==> config.mk <==
export PLATFORM = sky130hd
export DESIGN_NAME = video_mixer
export DESIGN_NICKNAME = d
export VERILOG_FILES = /design/src/rtl/video_mixer_pkg.sv /design/src/rtl/mode_sequencer.sv /design/src/rtl/video_mixer.sv
export SDC_FILE = /design/constraint.sdc
export NUM_CORES = 1
export LEC_CHECK = 0
export CAP_MARGIN = 20
export CELL_PAD_IN_SITES_DETAIL_PLACEMENT = 0
export CELL_PAD_IN_SITES_GLOBAL_PLACEMENT = 1
export CORE_UTILIZATION = 33
export DETAILED_ROUTE_END_ITERATION = 12
export PLACE_DENSITY = 0.87
export SLEW_MARGIN = 10
export SYNTH_ARGS = -nofsm -noshare
export SYNTH_HDL_FRONTEND = slang
export SYNTH_SLANG_ARGS = --single-unit
==> constraint.sdc <==
create_clock -name sysClk -period 1.84 [get_ports sysClk]
set_clock_uncertainty 0.2 [all_clocks]
set_input_delay 0.368 -clock sysClk [delete_from_list [all_inputs] [get_ports sysClk]]
set_output_delay 0.368 -clock sysClk [all_outputs]
set_load 0.02 [all_outputs]
==> src/rtl/video_mixer_pkg.sv <==
// Shared definitions for the video mixer: display modes, default channel depth
// and the testcard bar colour rule.
package video_mixer_pkg;

    typedef enum logic [1:0] {
        MODE_BLACK    = 2'd0,
        MODE_TESTCARD = 2'd1,
        MODE_AIV      = 2'd2,
        MODE_OVERLAY  = 2'd3
    } mode_t;

    localparam int DEFAULT_COLOUR_BITS = 6;

    // Bar index 0..7 maps to white, yellow, cyan, green, magenta, red, blue, black as RGB111
    function automatic logic [2:0] testcardRgb(input logic [2:0] bar);
        return {~bar[1], ~bar[2], ~bar[0]};
    endfunction

endpackage

==> src/rtl/mode_sequencer.sv <==
// Mode request latch, vsync edge detect, mode acknowledge and frame counter.
// Mode changes only take effect on a vsync rising edge so a frame is never torn.
module mode_sequencer
    import video_mixer_pkg::*;
(
    input  logic       sysClk,
    input  logic       nReset,
    input  logic       vsync,
    input  logic [1:0] modeReq,
    input  logic       modeValid,
    output mode_t      currentMode,
    output logic       modeAck,
    output logic [7:0] frameCount
);

    logic  vsyncPrev;
    logic  pendingFlag;
    mode_t pendingMode;
    logic  vsyncEdge;

    assign vsyncEdge = vsync & ~vsyncPrev;

    // A request arriving on the edge cycle is written after the apply, so it waits for the next edge
    always_ff @(posedge sysClk or negedge nReset) begin
        if (!nReset) begin
            vsyncPrev   <= 1'b0;
            pendingFlag <= 1'b0;
            pendingMode <= MODE_BLACK;
            currentMode <= MODE_BLACK;
            modeAck     <= 1'b0;
            frameCount  <= 8'd0;
        end else begin
            vsyncPrev <= vsync;
            modeAck   <= vsyncEdge & pendingFlag;
            if (vsyncEdge) begin
                frameCount <= frameCount + 8'd1;
            end
            if (vsyncEdge && pendingFlag) begin
                currentMode <= pendingMode;
                pendingFlag <= 1'b0;
            end
            if (modeValid) begin
                pendingMode <= mode_t'(modeReq);
                pendingFlag <= 1'b1;
            end
        end
    end

endmodule

==> src/rtl/video_mixer.sv <==
// Video mixer: black / testcard / AIV passthrough / overlay, two-stage pipeline.
// Define VIDEO_MIXER_BORDER_EN to draw a white frame around the active area.
module video_mixer
    import video_mixer_pkg::*;
#(
    parameter int COLOUR_BITS = DEFAULT_COLOUR_BITS,
    parameter int BAR_SHIFT   = 6
) (
    input  logic                   sysClk,
    input  logic                   nReset,
    input  logic [9:0]             pixelX,
    input  logic [9:0]             pixelY,
    input  logic                   displayEnable,
    input  logic                   vsync,
    input  logic                   aiv_red,
    input  logic                   aiv_green,
    input  logic                   aiv_blue,
    input  logic [COLOUR_BITS-1:0] pi_red,
    input  logic [COLOUR_BITS-1:0] pi_green,
    input  logic [COLOUR_BITS-1:0] pi_blue,
    input  logic [1:0]             mode_req,
    input  logic                   mode_valid,
    output logic [COLOUR_BITS-1:0] red_out,
    output logic [COLOUR_BITS-1:0] green_out,
    output logic [COLOUR_BITS-1:0] blue_out,
    output logic                   mode_ack,
    output logic [1:0]             current_mode,
    output logic [7:0]             frame_count
);

    localparam int PW = 3 * COLOUR_BITS;

    mode_t currentMode;

    mode_sequencer sequencer (
        .sysClk     (sysClk),
        .nReset     (nReset),
        .vsync      (vsync),
        .modeReq    (mode_req),
        .modeValid  (mode_valid),
        .currentMode(currentMode),
        .modeAck    (mode_ack),
        .frameCount (frame_count)
    );

    assign current_mode = currentMode;

    logic [2:0]    aivRgb;
    logic [2:0]    nextRgb;
    logic          nextUsePi;
    logic          s1En;
    logic [2:0]    s1Rgb;
    logic          s1UsePi;
    logic [PW-1:0] s1Pi;
    logic [PW-1:0] mixPixel;
    logic [PW-1:0] outPixel;

    assign aivRgb = {aiv_red, aiv_green, aiv_blue};

    always_comb begin
        nextRgb   = 3'b000;
        nextUsePi = 1'b0;
        case (currentMode)
            MODE_TESTCARD: nextRgb = testcardRgb(pixelX[BAR_SHIFT+2:BAR_SHIFT]);
            MODE_AIV:      nextRgb = aivRgb;
            MODE_OVERLAY: begin
                if (|aivRgb) begin
                    nextRgb = aivRgb;
                end else begin
                    nextUsePi = 1'b1;
                end
            end
            default:       nextRgb = 3'b000;
        endcase
    end

`ifdef VIDEO_MIXER_BORDER_EN
    logic s1Edge;

    always_ff @(posedge sysClk or negedge nReset) begin
        if (!nReset) begin
            s1Edge <= 1'b0;
        end else begin
            s1Edge <= (pixelX == 10'd0) || (pixelY == 10'd0);
        end
    end
`else
    logic unusedPins;
    assign unusedPins = ^{pixelX, pixelY};
`endif

    always_ff @(posedge sysClk or negedge nReset) begin
        if (!nReset) begin
            s1En    <= 1'b0;
            s1Rgb   <= 3'b000;
            s1UsePi <= 1'b0;
            s1Pi    <= '0;
        end else begin
            s1En    <= displayEnable;
            s1Rgb   <= nextRgb;
            s1UsePi <= nextUsePi;
            s1Pi    <= {pi_red, pi_green, pi_blue};
        end
    end

    // The live displayEnable is one pixel ahead of stage 1, giving the right/last-pixel border edge
    always_comb begin
        mixPixel = s1UsePi ? s1Pi
                           : {{COLOUR_BITS{s1Rgb[2]}}, {COLOUR_BITS{s1Rgb[1]}}, {COLOUR_BITS{s1Rgb[0]}}};
        if (!s1En) begin
            mixPixel = '0;
        end
`ifdef VIDEO_MIXER_BORDER_EN
        if (s1En && (s1Edge || !displayEnable)) begin
            mixPixel = '1;
        end
`endif
    end

    always_ff @(posedge sysClk or negedge nReset) begin
        if (!nReset) begin
            outPixel <= '0;
        end else begin
            outPixel <= mixPixel;
        end
    end

    assign red_out   = outPixel[PW-1 -: COLOUR_BITS];
    assign green_out = outPixel[2*COLOUR_BITS-1 -: COLOUR_BITS];
    assign blue_out  = outPixel[COLOUR_BITS-1:0];

endmodule

==> summary.txt <==
Setup path
  – CP Max Fanout: 1
  – Worst EP required: ~1.3 ns
  – Critical Path AT: ~1.2 ns
  – Largest delay share family, worst path: buffers and inverters
  – Critical path launch point type: flop
  – Max stage delay on crit path: just over 0.6 ns
  – Setup CP Type: flop to output pin
  – Worst R2R Setup Slack: 0.31 ns
  – Worst R2R Start: sequencer.vsyncPrev$_DFF_PN0_
  – Reg2reg path depth: 4
  – R2r endpoint: sequencer.frameCount[7]$_DFFE_PN0N_
  – Buf/Inv on CP: 1
  – Slowest CP cell: clkdlybuf4s50_1
  – Worst path cell trace: clkdlybuf4s50_1
  – CP endpoint kind: output pin

Min path
  – End of the worst hold path: sequencer.pendingFlag$_DFFE_PN0P_
  – Hold depth: 1
  – Worst min-delay path class: flop to flop
  – Hold Path Origin: sequencer.pendingFlag$_DFFE_PN0P_

Cells and area
  – Fillers: slightly below 500
  – Layout overhead on the synthesized area: 45.3%
  – # diodes: 0
  – FF/Latch Area: 1400 um2
  – # nets final: 257
  – Multi-input gate area: just under 500 um2
  – Share of cells above drive strength 1: around 10%

Placed design
  – GP Congestion: approximately 0.69
  – IO buf count: between 50 and 60
  – Worst slack at placement: -0.171 ns
  – DPL Wire Length: between 2000 and 2500 um

Timing
  – RSZ-0062 raised after global routing: no
  – Fin crit period: roughly 1.8 ns
  – Worst Setup Slack, final: approximately 0.047 ns
  – Final period util: about 97%
  – Worst-margin pin slew: between 0.4 and 0.5 ns
  – Fin. max-slew vios: 0
  – Final hold viol count: 0
  – TNS Setup: 0 ns
  – Final setup vio count: 0
  – Peak Freq: roughly 0.56 GHz
  – Slew HR: between 70 and 80%

Detailed routing
  – Antenna viol nets, final: 0
  – Drt total wl: between 3000 and 4000 um
  – Vias per cell: between 4 and 5
  – Via count: about 1200
  – # DRC: 0
  – TritonRoute pass-1 iters: 4
  – DR iter-0 viols: 72
  – WL/cell: 11.7 um

Status
  – Status: completed

GRT
  – Global-route wire length before repair: approximately 5700 um
  – Largest net degree at the start of global routing: 57
  – Total GRT Usage: roughly 12%
  – Vias in the first global route: between 1000 and 1500
  – Gr ovfl total: 0
  – Initial antenna violation count: 0

Run
  – Max Cap Viol: 0

Clock tree
  – Root buffer selected by CTS: clkbuf_8
  – CTS tree: yes
  – Clk slew on worst S/H paths: roughly 0.090 ns
  – Number of H-tree levels: 2
  – Total CTS buffers: 5
  – # Post-CTS Setup Buffers: 0
  – Clock Tree Buf Depth: 2
  – Clk_lat worst skew: roughly 0.29 ns
  – Clock sinks: 56

Floorplan
  – I/O pin total: 77
  – Row count: 27
  – Initial Util: about 35%
  – Die width: about 78 um
  – Core footprint: 5540 um2
  – Die area: just over 6000 um2
  – Die span in y: roughly 80 um

Power and ir drop
  – Peak supply drop: ~0.70 mV
  – Pwr dens: 1130 nW/um2
  – Leakage: between 0.001 and 0.0015 uW

Yosys
  – Ys Warns: 0
  – Register area share after synthesis: 73.3%
  – Synthesized instance count: roughly 140
  – Syn nets: between 150 and 200
  – Mapped Avg Cell Area: 13.9 um2
  – Netlist cell types: 23
  – Register bit count reported by yosys: 56
  – Syn Std Cell Area: 1910 um2
==> stage by stage <==
| step | total power, uW | cell area [um2] | cells | util [%] | hold slack (ns) |
|---|---|---|---|---|---|
| floorplan | 1900 | 1910 | 138 | - | -0.128 |
| global placement | 2340 | 2630 | 272 | 47.5 | 0.185 |
| detailed placement | 2360 | 2630 | 272 | 47.5 | 0.187 |
| CTS | 3210 | 2760 | 280 | 49.8 | 0.291 |
| global route | 3340 | 2780 | 280 | 50.1 | 0.279 |
| finish | 3150 | 2780 | 280 | 50.1 | 0.284 |
==> layer usage <==
layer	GRT usage, %	routed length (um)	vias up	part of all wire [%]
li1	-	-	589	-
met1	15.4	1350	555	41
met2	19.8	1620	37	49
met3	4.88	259	6	7.9
met4	4.07	38	0	1.2
met5	0	0	-	0
==> cell type report <==
| cell class | count | share of cell area [%] |
|---|---|---|
| Tap cell | 72 | 3.24 |
| Multi-Input combinational cell | 77 | 17.6 |
| Timing Repair Buffer | 66 | 23.8 |
| Clock buffer | 5 | 2.48 |
| Clock inverter | 2 | 2.16 |
| Sequential cell | 56 | 50.5 |
| Inverter | 2 | 0.270 |
==> cell families after synthesis <==
kind of cell               after synthesis  share of synthesized area [%]
AOI/OAI and AO/OA                       22                           8.25
xor gates and xnor gates                 7                           3.60
adders and majority gates                1                          0.654
buffers and inverters                    5                           1.11
DFF                                     56                           73.3
muxes                                    4                           2.36
and+or+nand+nor                         43                           10.7
==> cell usage in the layout (no fill, tap or decap), drive strengths merged <==
cell / Yosys / layout
buf: 2 / 7
nand2: 29 / 29
xor2: 2 / 2
nand4: 1 / 1
bufinv: 0 / 2
xnor2: 5 / 5
dfrtp: 56 / 56
nand3b: 1 / 1
mux2: 4 / 4
nor3: 1 / 1
o21ai: 3 / 3
nand3: 1 / 1
nand2b: 5 / 5
dlygate4sd2: 0 / 10
ha: 1 / 1
nor4: 2 / 2
dlygate4sd3: 0 / 1
clkbuf: 1 / 5
nor2: 1 / 1
clkdlybuf4s50: 0 / 40
a21boi: 18 / 18
or4: 1 / 1
inv: 2 / 2
dlymetal6s2s: 0 / 8
a21o: 1 / 1
nor2b: 1 / 1
==> cells in the mapped netlist <==
library cell | n | area, um2
nand2_1 | 29 | 109
mux2_2 | 4 | 45.0
inv_1 | 2 | 7.51
nor2b_1 | 1 | 6.26
xnor2_2 | 1 | 16.3
a21o_1 | 1 | 7.51
nor2_1 | 1 | 3.75
clkbuf_1 | 1 | 3.75
ha_1 | 1 | 12.5
nand4_1 | 1 | 6.26
xor2_1 | 2 | 17.5
nor3_1 | 1 | 5.00
nor4_1 | 2 | 12.5
or4_4 | 1 | 11.3
buf_2 | 2 | 10.0
xnor2_1 | 4 | 35.0
nand2b_4 | 1 | 13.8
nand3_1 | 1 | 5.00
dfrtp_1 | 56 | 1400
a21boi_0 | 18 | 135
nand3b_1 | 1 | 7.51
nand2b_1 | 4 | 25.0
o21ai_0 | 3 | 15.0
==> repair_timing <==
action	in CTS	in global routing
resized for setup	10	8
hold buffers	1	0
setup endpoints to repair	10	8
hold endpoints to repair	56	0
pin swaps	0	0
==> sequential cells by signal, summed over array words and instances, names as in the netlist <==
| register | count |
|---|---|
| s1UsePi | 1 |
| s1En | 1 |
| sequencer.vsyncPrev | 1 |
| sequencer.pendingMode | 2 |
| sequencer.modeAck | 1 |
| sequencer.frameCount | 8 |
| outPixel | 18 |
| sequencer.pendingFlag | 1 |
| s1Rgb | 3 |
| s1Pi | 18 |
| sequencer.currentMode | 2 |
==> worst max-delay path by stage <==
stage,to,cells past startpoint,from
after floorplan,sequencer.frameCount[5]$_DFFE_PN0N_,3,sequencer.frameCount[2]$_DFFE_PN0N_
after global placement,sequencer.frameCount[5]$_DFFE_PN0N_,4,vsync
after detailed placement,sequencer.frameCount[7]$_DFFE_PN0N_,5,vsync
after CTS,blue_out[0],1,outPixel[0]$_DFF_PN0_
after global routing,red_out[5],1,outPixel[17]$_DFF_PN0_
final,mode_ack,1,sequencer.modeAck$_DFF_PN0_
==> power breakdown <==
| part | internal [uW] | leakage (uW) | switching, uW | total [uW] |
|---|---|---|---|---|
| Sequential | 1400 | 0.000688 | 117 | 1520 |
| Combinational | 356 | 0.000584 | 381 | 737 |
| Clock | 535 | 0.0000642 | 360 | 895 |
No activity file was read; power rests on OpenSTA's default activity.
